===== src/rtl/adc_stream_unpacker_pkg.sv =====
// Shared constants for the ADC stream unpacker: packed-word field layout,
// trigger-location encoding and the emit FSM state encoding.
package adc_stream_unpacker_pkg;

   localparam int SAMPLE_W       = 10;
   localparam int S0_LSB         = 0;
   localparam int S1_LSB         = 10;
   localparam int S2_LSB         = 20;
   localparam int LOC_LSB        = 30;
   localparam int BYTES_PER_WORD = 4;

   // A location of 2'b11 means the capture had not triggered yet when the word was packed
   localparam logic [1:0] TRIG_NONE = 2'b11;

   typedef enum logic [2:0] {
      ST_IDLE,
      ST_FETCH,
      ST_EMIT0,
      ST_EMIT1,
      ST_EMIT2,
      ST_DONE
   } state_t;

   function automatic logic [SAMPLE_W-1:0] pickSample(input logic [31:0] word, input logic [1:0] idx);
      case (idx)
         2'd0:    return word[S0_LSB +: SAMPLE_W];
         2'd1:    return word[S1_LSB +: SAMPLE_W];
         2'd2:    return word[S2_LSB +: SAMPLE_W];
         default: return '0;
      endcase
   endfunction

endpackage


===== src/rtl/adc_byte_assembler.sv =====
// Issues byte reads to the capture FIFO and assembles four returned bytes,
// MSB byte first, into one 32-bit word offered on a valid/take handshake.
module adc_byte_assembler
   import adc_stream_unpacker_pkg::*;
(
   input  logic        clk,
   input  logic        reset,
   input  logic        i_enable,
   input  logic        i_fifoEmpty,
   input  logic [7:0]  i_fifoData,
   input  logic        i_wordTake,
   output logic        o_fifoEn,
   output logic        o_wordValid,
   output logic [31:0] o_word
);

   logic [2:0]  r_issued;
   logic [1:0]  r_captured;
   logic        r_pending;
   logic [23:0] r_shift;
   logic        w_issue;

   assign w_issue     = i_enable && !i_fifoEmpty && (r_issued < 3'(BYTES_PER_WORD));
   assign o_fifoEn    = w_issue;
   // The fourth byte is used straight off the read port so the word is ready one cycle after its strobe
   assign o_wordValid = r_pending && (r_captured == 2'd3);
   assign o_word      = {r_shift, i_fifoData};

   always_ff @(posedge clk) begin
      if (reset) begin
         r_issued   <= '0;
         r_captured <= '0;
         r_pending  <= 1'b0;
         r_shift    <= '0;
      end else begin
         r_pending <= w_issue;
         if (o_wordValid && i_wordTake) begin
            r_issued   <= '0;
            r_captured <= '0;
         end else begin
            if (w_issue) begin
               r_issued <= r_issued + 3'd1;
            end
            if (r_pending) begin
               r_shift    <= {r_shift[15:0], i_fifoData};
               r_captured <= r_captured + 2'd1;
            end
         end
      end
   end

endmodule


===== src/rtl/adc_stream_unpacker.sv =====
// Read-side unpacker for the ADC capture FIFO: turns each 32-bit packed word into
// three 10-bit samples in capture order and flags the trigger sample.
module adc_stream_unpacker
   import adc_stream_unpacker_pkg::*;
#(
   parameter int CNT_WIDTH = 32
) (
   input  logic                 fifo_read_fifoclk,
   input  logic                 reset_i,
   input  logic                 start_i,
   input  logic [CNT_WIDTH-1:0] num_samples_i,
   output logic                 fifo_read_fifoen,
   input  logic                 fifo_read_fifoempty,
   input  logic [7:0]           fifo_read_data,
   output logic [SAMPLE_W-1:0]  sample_o,
   output logic                 sample_valid_o,
   input  logic                 sample_ready_i,
   output logic                 sample_trig_o,
   output logic [CNT_WIDTH-1:0] samples_done_o,
   output logic                 busy_o,
   output logic                 done_o,
   output logic                 proto_err_o
);

   state_t               r_state, w_nextState;
   logic [31:0]          r_word;
   logic [CNT_WIDTH-1:0] r_count;
   logic                 r_done, r_protoErr, r_trigSeen, r_markWord;
   logic [1:0]           r_trigLoc;

   logic                 w_fetching, w_wordValid, w_emitting, w_accept, w_limitHit, w_start;
   logic [31:0]          w_word;
   logic [1:0]           w_idx, w_loc;
   logic [CNT_WIDTH-1:0] w_countNext;

   // Gating with reset keeps a strobe from escaping in the cycle a transfer is aborted
   assign w_fetching = (r_state == ST_FETCH) && !reset_i;

   adc_byte_assembler u_assembler (
      .clk         (fifo_read_fifoclk),
      .reset       (reset_i),
      .i_enable    (w_fetching),
      .i_fifoEmpty (fifo_read_fifoempty),
      .i_fifoData  (fifo_read_data),
      .i_wordTake  (r_state == ST_FETCH),
      .o_fifoEn    (fifo_read_fifoen),
      .o_wordValid (w_wordValid),
      .o_word      (w_word)
   );

   assign w_accept    = w_emitting && sample_ready_i;
   assign w_countNext = (r_count == '1) ? r_count : r_count + 1'b1;
   assign w_limitHit  = (num_samples_i != '0) && (w_countNext == num_samples_i);
   assign w_start     = start_i && ((r_state == ST_IDLE) || (r_state == ST_DONE));
   assign w_loc       = w_word[LOC_LSB +: 2];

   always_comb begin
      w_nextState = r_state;
      w_emitting  = 1'b0;
      w_idx       = 2'd0;
      case (r_state)
         ST_IDLE, ST_DONE: if (start_i) w_nextState = ST_FETCH;
         ST_FETCH: if (w_wordValid) w_nextState = ST_EMIT0;
         ST_EMIT0: begin
            w_emitting = 1'b1;
            w_idx      = 2'd0;
            if (w_accept) w_nextState = w_limitHit ? ST_DONE : ST_EMIT1;
         end
         ST_EMIT1: begin
            w_emitting = 1'b1;
            w_idx      = 2'd1;
            if (w_accept) w_nextState = w_limitHit ? ST_DONE : ST_EMIT2;
         end
         ST_EMIT2: begin
            w_emitting = 1'b1;
            w_idx      = 2'd2;
            if (w_accept) w_nextState = w_limitHit ? ST_DONE : ST_FETCH;
         end
         default: w_nextState = ST_IDLE;
      endcase
   end

   assign sample_valid_o = w_emitting;
   assign sample_o       = w_emitting ? pickSample(r_word, w_idx) : '0;
   assign sample_trig_o  = w_emitting && r_markWord && (w_idx == r_trigLoc);
   assign samples_done_o = r_count;
   assign busy_o         = (r_state == ST_FETCH) || (r_state == ST_EMIT0) ||
                           (r_state == ST_EMIT1) || (r_state == ST_EMIT2);
   assign done_o         = r_done;
   assign proto_err_o    = r_protoErr;

   // Only the first triggered word is marked; later words must repeat the same location
   always_ff @(posedge fifo_read_fifoclk) begin
      if (reset_i) begin
         r_state    <= ST_IDLE;
         r_word     <= '0;
         r_count    <= '0;
         r_done     <= 1'b0;
         r_protoErr <= 1'b0;
         r_trigSeen <= 1'b0;
         r_trigLoc  <= '0;
         r_markWord <= 1'b0;
      end else begin
         r_state <= w_nextState;
         if (w_start) begin
            r_count    <= '0;
            r_done     <= 1'b0;
            r_protoErr <= 1'b0;
            r_trigSeen <= 1'b0;
            r_markWord <= 1'b0;
         end
         if (w_accept) begin
            r_count <= w_countNext;
            if (w_limitHit) r_done <= 1'b1;
         end
         if ((r_state == ST_FETCH) && w_wordValid) begin
            r_word     <= w_word;
            r_markWord <= 1'b0;
            if (r_trigSeen) begin
               if (w_loc != r_trigLoc) r_protoErr <= 1'b1;
            end else if (w_loc != TRIG_NONE) begin
               r_trigSeen <= 1'b1;
               r_trigLoc  <= w_loc;
               r_markWord <= 1'b1;
            end
         end
      end
   end

endmodule


===== config.mk =====
export PLATFORM = sky130hd
export DESIGN_NAME = adc_stream_unpacker
export DESIGN_NICKNAME = d
export VERILOG_FILES = /design/src/rtl/adc_stream_unpacker_pkg.sv /design/src/rtl/adc_byte_assembler.sv /design/src/rtl/adc_stream_unpacker.sv
export SDC_FILE = /design/constraint.sdc
export NUM_CORES = 1
export LEC_CHECK = 0
export ABC_CLOCK_PERIOD_IN_PS = 3800
export BUFFER_PORTS_ARGS = -buffer_cell sky130_fd_sc_hd__buf_4
export CAP_MARGIN = 0
export CORE_MARGIN = 2
export CORE_UTILIZATION = 46
export CTS_BUF_LIST = sky130_fd_sc_hd__clkbuf_2
export DETAILED_ROUTE_END_ITERATION = 12
export GPL_ROUTABILITY_DRIVEN = 0
export GPL_TIMING_DRIVEN = 0
export HOLD_SLACK_MARGIN = 0.02
export PLACE_DENSITY = 0.71
export SLEW_MARGIN = 10
export SYNTH_ARGS = -nofsm -noshare
export SYNTH_HDL_FRONTEND = slang
export SYNTH_SLANG_ARGS = --single-unit

===== constraint.sdc =====
create_clock -name fifo_read_fifoclk -period 3.8 [get_ports fifo_read_fifoclk]
set_input_delay 0 -clock fifo_read_fifoclk [delete_from_list [all_inputs] [get_ports fifo_read_fifoclk]]
set_output_delay 0 -clock fifo_read_fifoclk [all_outputs]
set_load 0.01 [all_outputs]

==> flow_metrics.py <==
metrics = {
    "outcome": {
        "status": "completed",
    },
    "routing": {
        "maxUsedRoutingLayer": "met4",
        "vias": 6681,
        "firstDrtPassIters": 6,
        "route.detailed.drc": 0,
        "via_per_inst": 6.01,
        "drt_iter0_markers": 824,
        "wl_met1_mm": 9.43,
        "wl_met3_mm": 2.09,
        "wl_mm": 21.1,
        "wl_per_cell_um": 19.0,
        "antenna_left": 0,
        "wl_met2_mm": 8.80,
    },
    "yosys": {
        "synth-seq-area-share_pct": 32.9,
        "syn_nets": 859,
        "async_flop_share_pct": 0,
        "ys_types": 76,
        "synth-main-ff-cell": "dfxtp_1",
        "synthCells": 811,
        "synth_area_leaders": "dfxtp_1 33%, nand2_1 9.9%, a21oi_1 7.3%, xnor2_1 5.4%, mux2i_1 2.9%",
        "synth-edff-count": 0,
        "synth_top_area_share_pct": 32.9,
        "syn_avg_cell_area_um2": 7.59,
        "yosysTopAreaCell": "dfxtp_1",
        "synth-seq-cells": 101,
        "ys_warn_count": 0,
        "synth.cell_area_um2": 6150,
    },
    "floorplan": {
        "ios": 93,
        "num_rows": 42,
        "die_h_um": 120,
        "die_w_um": 120,
        "core_area_um2": 13100,
        "start_util_pct": 46.8,
        "dieArea_um2": 14300,
    },
    "clocking": {
        "cts_max_level": 3,
        "clk_path_buf_depth": 2,
        "cts.clk_slew.worst_paths_ns": 0.29,
        "numCtsBuffers": 9,
        "clk_latency_ns": 0.66,
        "cts_root_buf": "clkbuf_2",
        "post_cts.repair.setup_buffers": 0,
        "clock-sinks": 101,
        "cts_tree": "done",
    },
    "critical_path": {
        "worstPathMaxFanout": 9,
        "crit_arrival_ns": 4.22,
        "cp-start-kind": "flop",
        "crit_family": "simple AND/OR/NAND/NOR gates",
        "path_common_cell": "nand3_2",
        "worstSetupPathType": "reg2reg",
        "crit_cells": 9,
        "cp_cell_sequence": "ha_1, and4_2, nand3_2, nor3_2, nor3_1, or4_4, a2111oi_4, nand3_2, o41ai_2",
        "critPathBufInv": 0,
        "cpPeakStageDelay_ns": 0.64,
        "slowest_stage": "nor3_2",
        "critical_path_required_ns": 4.36,
        "endpoint_kind": "flop",
        "reg2reg_depth": 9,
    },
    "global_routing": {
        "globalRouteTotalUtil_pct": 29.1,
        "grt_start_max_net_pins": 21,
        "grt_pass1_wl_mm": 32.5,
        "grt_antenna_before_repair": 0,
        "grt-ovfl-total": 0,
        "grt_pass1_vias": 5920,
    },
    "final_layout": {
        "nets": 978,
        "final_cells": 1111,
        "syn_to_final_growth_pct": 19.6,
        "diodes": 0,
        "drive_gt1_share_pct": 17.1,
    },
    "sta": {
        "fin_tns_setup_ns": 0,
        "period_minus_slack_ns": 3.66,
        "hold_viol": 0,
        "setup_violations": 0,
        "final_max_slew_viol_count": 0,
        "relSlewSlack_pct": 42.5,
        "skew_ns": 0.0547,
        "rsz0062_at_grt": "false",
        "period_share_pct": 96.3,
        "fmax_mhz": 273,
        "worst_slew_pin_slew_ns": 0.855,
        "holdWs_ns": 0.0716,
    },
    "placed_design": {
        "hpwl_mm": 15.3,
        "io_buffers": 91,
        "dp.cells": 1078,
    },
    "power_and_ir_drop": {
        "power.density_nw_per_um2": 271,
        "peakVddDrop_v": 0.000173,
        "power_leakage_uw": 0.00255,
    },
    "min_path": {
        "worstHoldPathCells": 6,
        "worstHoldPathType": "in2reg",
    },
    "flow_run": {
        "cap_violations": 0,
    },
}
## placed cells by master, fill, tap and decap left out, types with 5 or more instances in the layout
master,synthesis,routed
clkbuf_2,2,11
buf_4,1,92
nor2b_1,5,5
and4_1,9,9
xor2_1,8,8
nor3_1,25,24
buf_2,12,12
dfxtp_1,101,101
nand2_1,162,162
and3_1,9,9
mux2i_1,18,18
xnor2_1,38,38
a21oi_1,90,90
nand3_1,21,21
a31oi_1,6,6
nor4_1,17,17
dlygate4sd3_1,0,17
clkbuf_1,43,43
or3_1,12,12
nand4_1,24,24
nand2b_1,5,5
inv_1,7,7
and2_1,7,7
buf_6,10,10
o21ai_0,35,35
a311oi_1,12,11
nor2_1,44,44
## repair_timing
item                                   CTS  global route
resized for setup                        0             1
endpoints found under the hold margin   33             0
hold buffers                            17             0
setup endpoints to repair                0             4
## per-layer routing
metal / track usage, % / vias up
li1: - / 3148
met1: 41.5 / 3067
met2: 43.2 / 395
met3: 5.18 / 71
met4: 12.2 / 0
met5: 0 / -
## per-stage QoR
step | util, % | setup slack (ns) | total power (uW) | instance area [um2]
floorplan | - | 0.667 | 1310 | 6150
global placement | 53.7 | 0.249 | 1450 | 7060
detailed placement | 53.7 | 0.242 | 1450 | 7060
CTS | 56.0 | 0.203 | 1990 | 7350
global route | 56.0 | 0.0438 | 2070 | 7360
finish | 56.0 | 0.140 | 1990 | 7360
## area by class of cell
class	count	area [um2]
clock buffers	9	45.0
inverters	7	26.3
multi-input cells	632	3730
flip-flops and latches	101	2020
well taps	176	220
plain buffers	71	383
repair buffers	108	853
fillers	1306	5780
clock inverters	7	78.8
## synthesized netlist by cell type (17+ instances only)
library cell  instances
nor4_1               17
nand4_1              24
mux2i_1              18
nor3_1               25
nand2_1             162
nor2_1               44
a21oi_1              90
clkbuf_1             43
o21ai_0              35
xnor2_1              38
dfxtp_1             101
nand3_1              21
## tightest hold or removal path, stage by stage
cell	delay, ns
buf_4	0.13
nor2_1	0.08
a221oi_1	0.10
and4b_1	0.24
nand3_2	0.09
o41ai_2	0.06
## where the power goes
group	total, uW	internal (uW)	leakage (uW)	switching (uW)
Sequential	1090	1080	0.000814	11.6
Clock	538	109	0.0000677	429
Combinational	363	146	0.00167	217
Total	1990	1330	0.00255	658
## cells by family (layout without fill, tap and decap cells)
logic type	Yosys count	after routing	share of synthesized area [%]
mux	19	19	3.11
simple gates	371	371	30.6
xor+xnor	46	46	6.55
flops	101	101	32.9
fa+ha+maj	3	3	0.610
buf+inv	78	202	6.65
compound gates	193	193	19.6
## worst paths after layout
| check | end | from | slack (ns) |
|---|---|---|---|
| hold reg to reg | u_assembler.r_shift[19] | u_assembler.r_shift[11] | 0.46 |
| setup reg to reg | r_state[0] | samples_done_o[0] | 0.14 |
| hold / removal | r_state[0] | num_samples_i[25] | 0.07 |
| setup / recovery | r_state[0] | samples_done_o[0] | 0.14 |
## registers in the layout, indices dropped and copies added (netlist names)
name                    flops
done_o                      1
proto_err_o                 1
r_markWord                  1
r_state                     3
r_trigLoc                   2
r_trigSeen                  1
r_word                     30
samples_done_o             32
u_assembler.r_captured      2
u_assembler.r_issued        3
u_assembler.r_pending       1
u_assembler.r_shift        24
(Power assumes the default switching activity.)
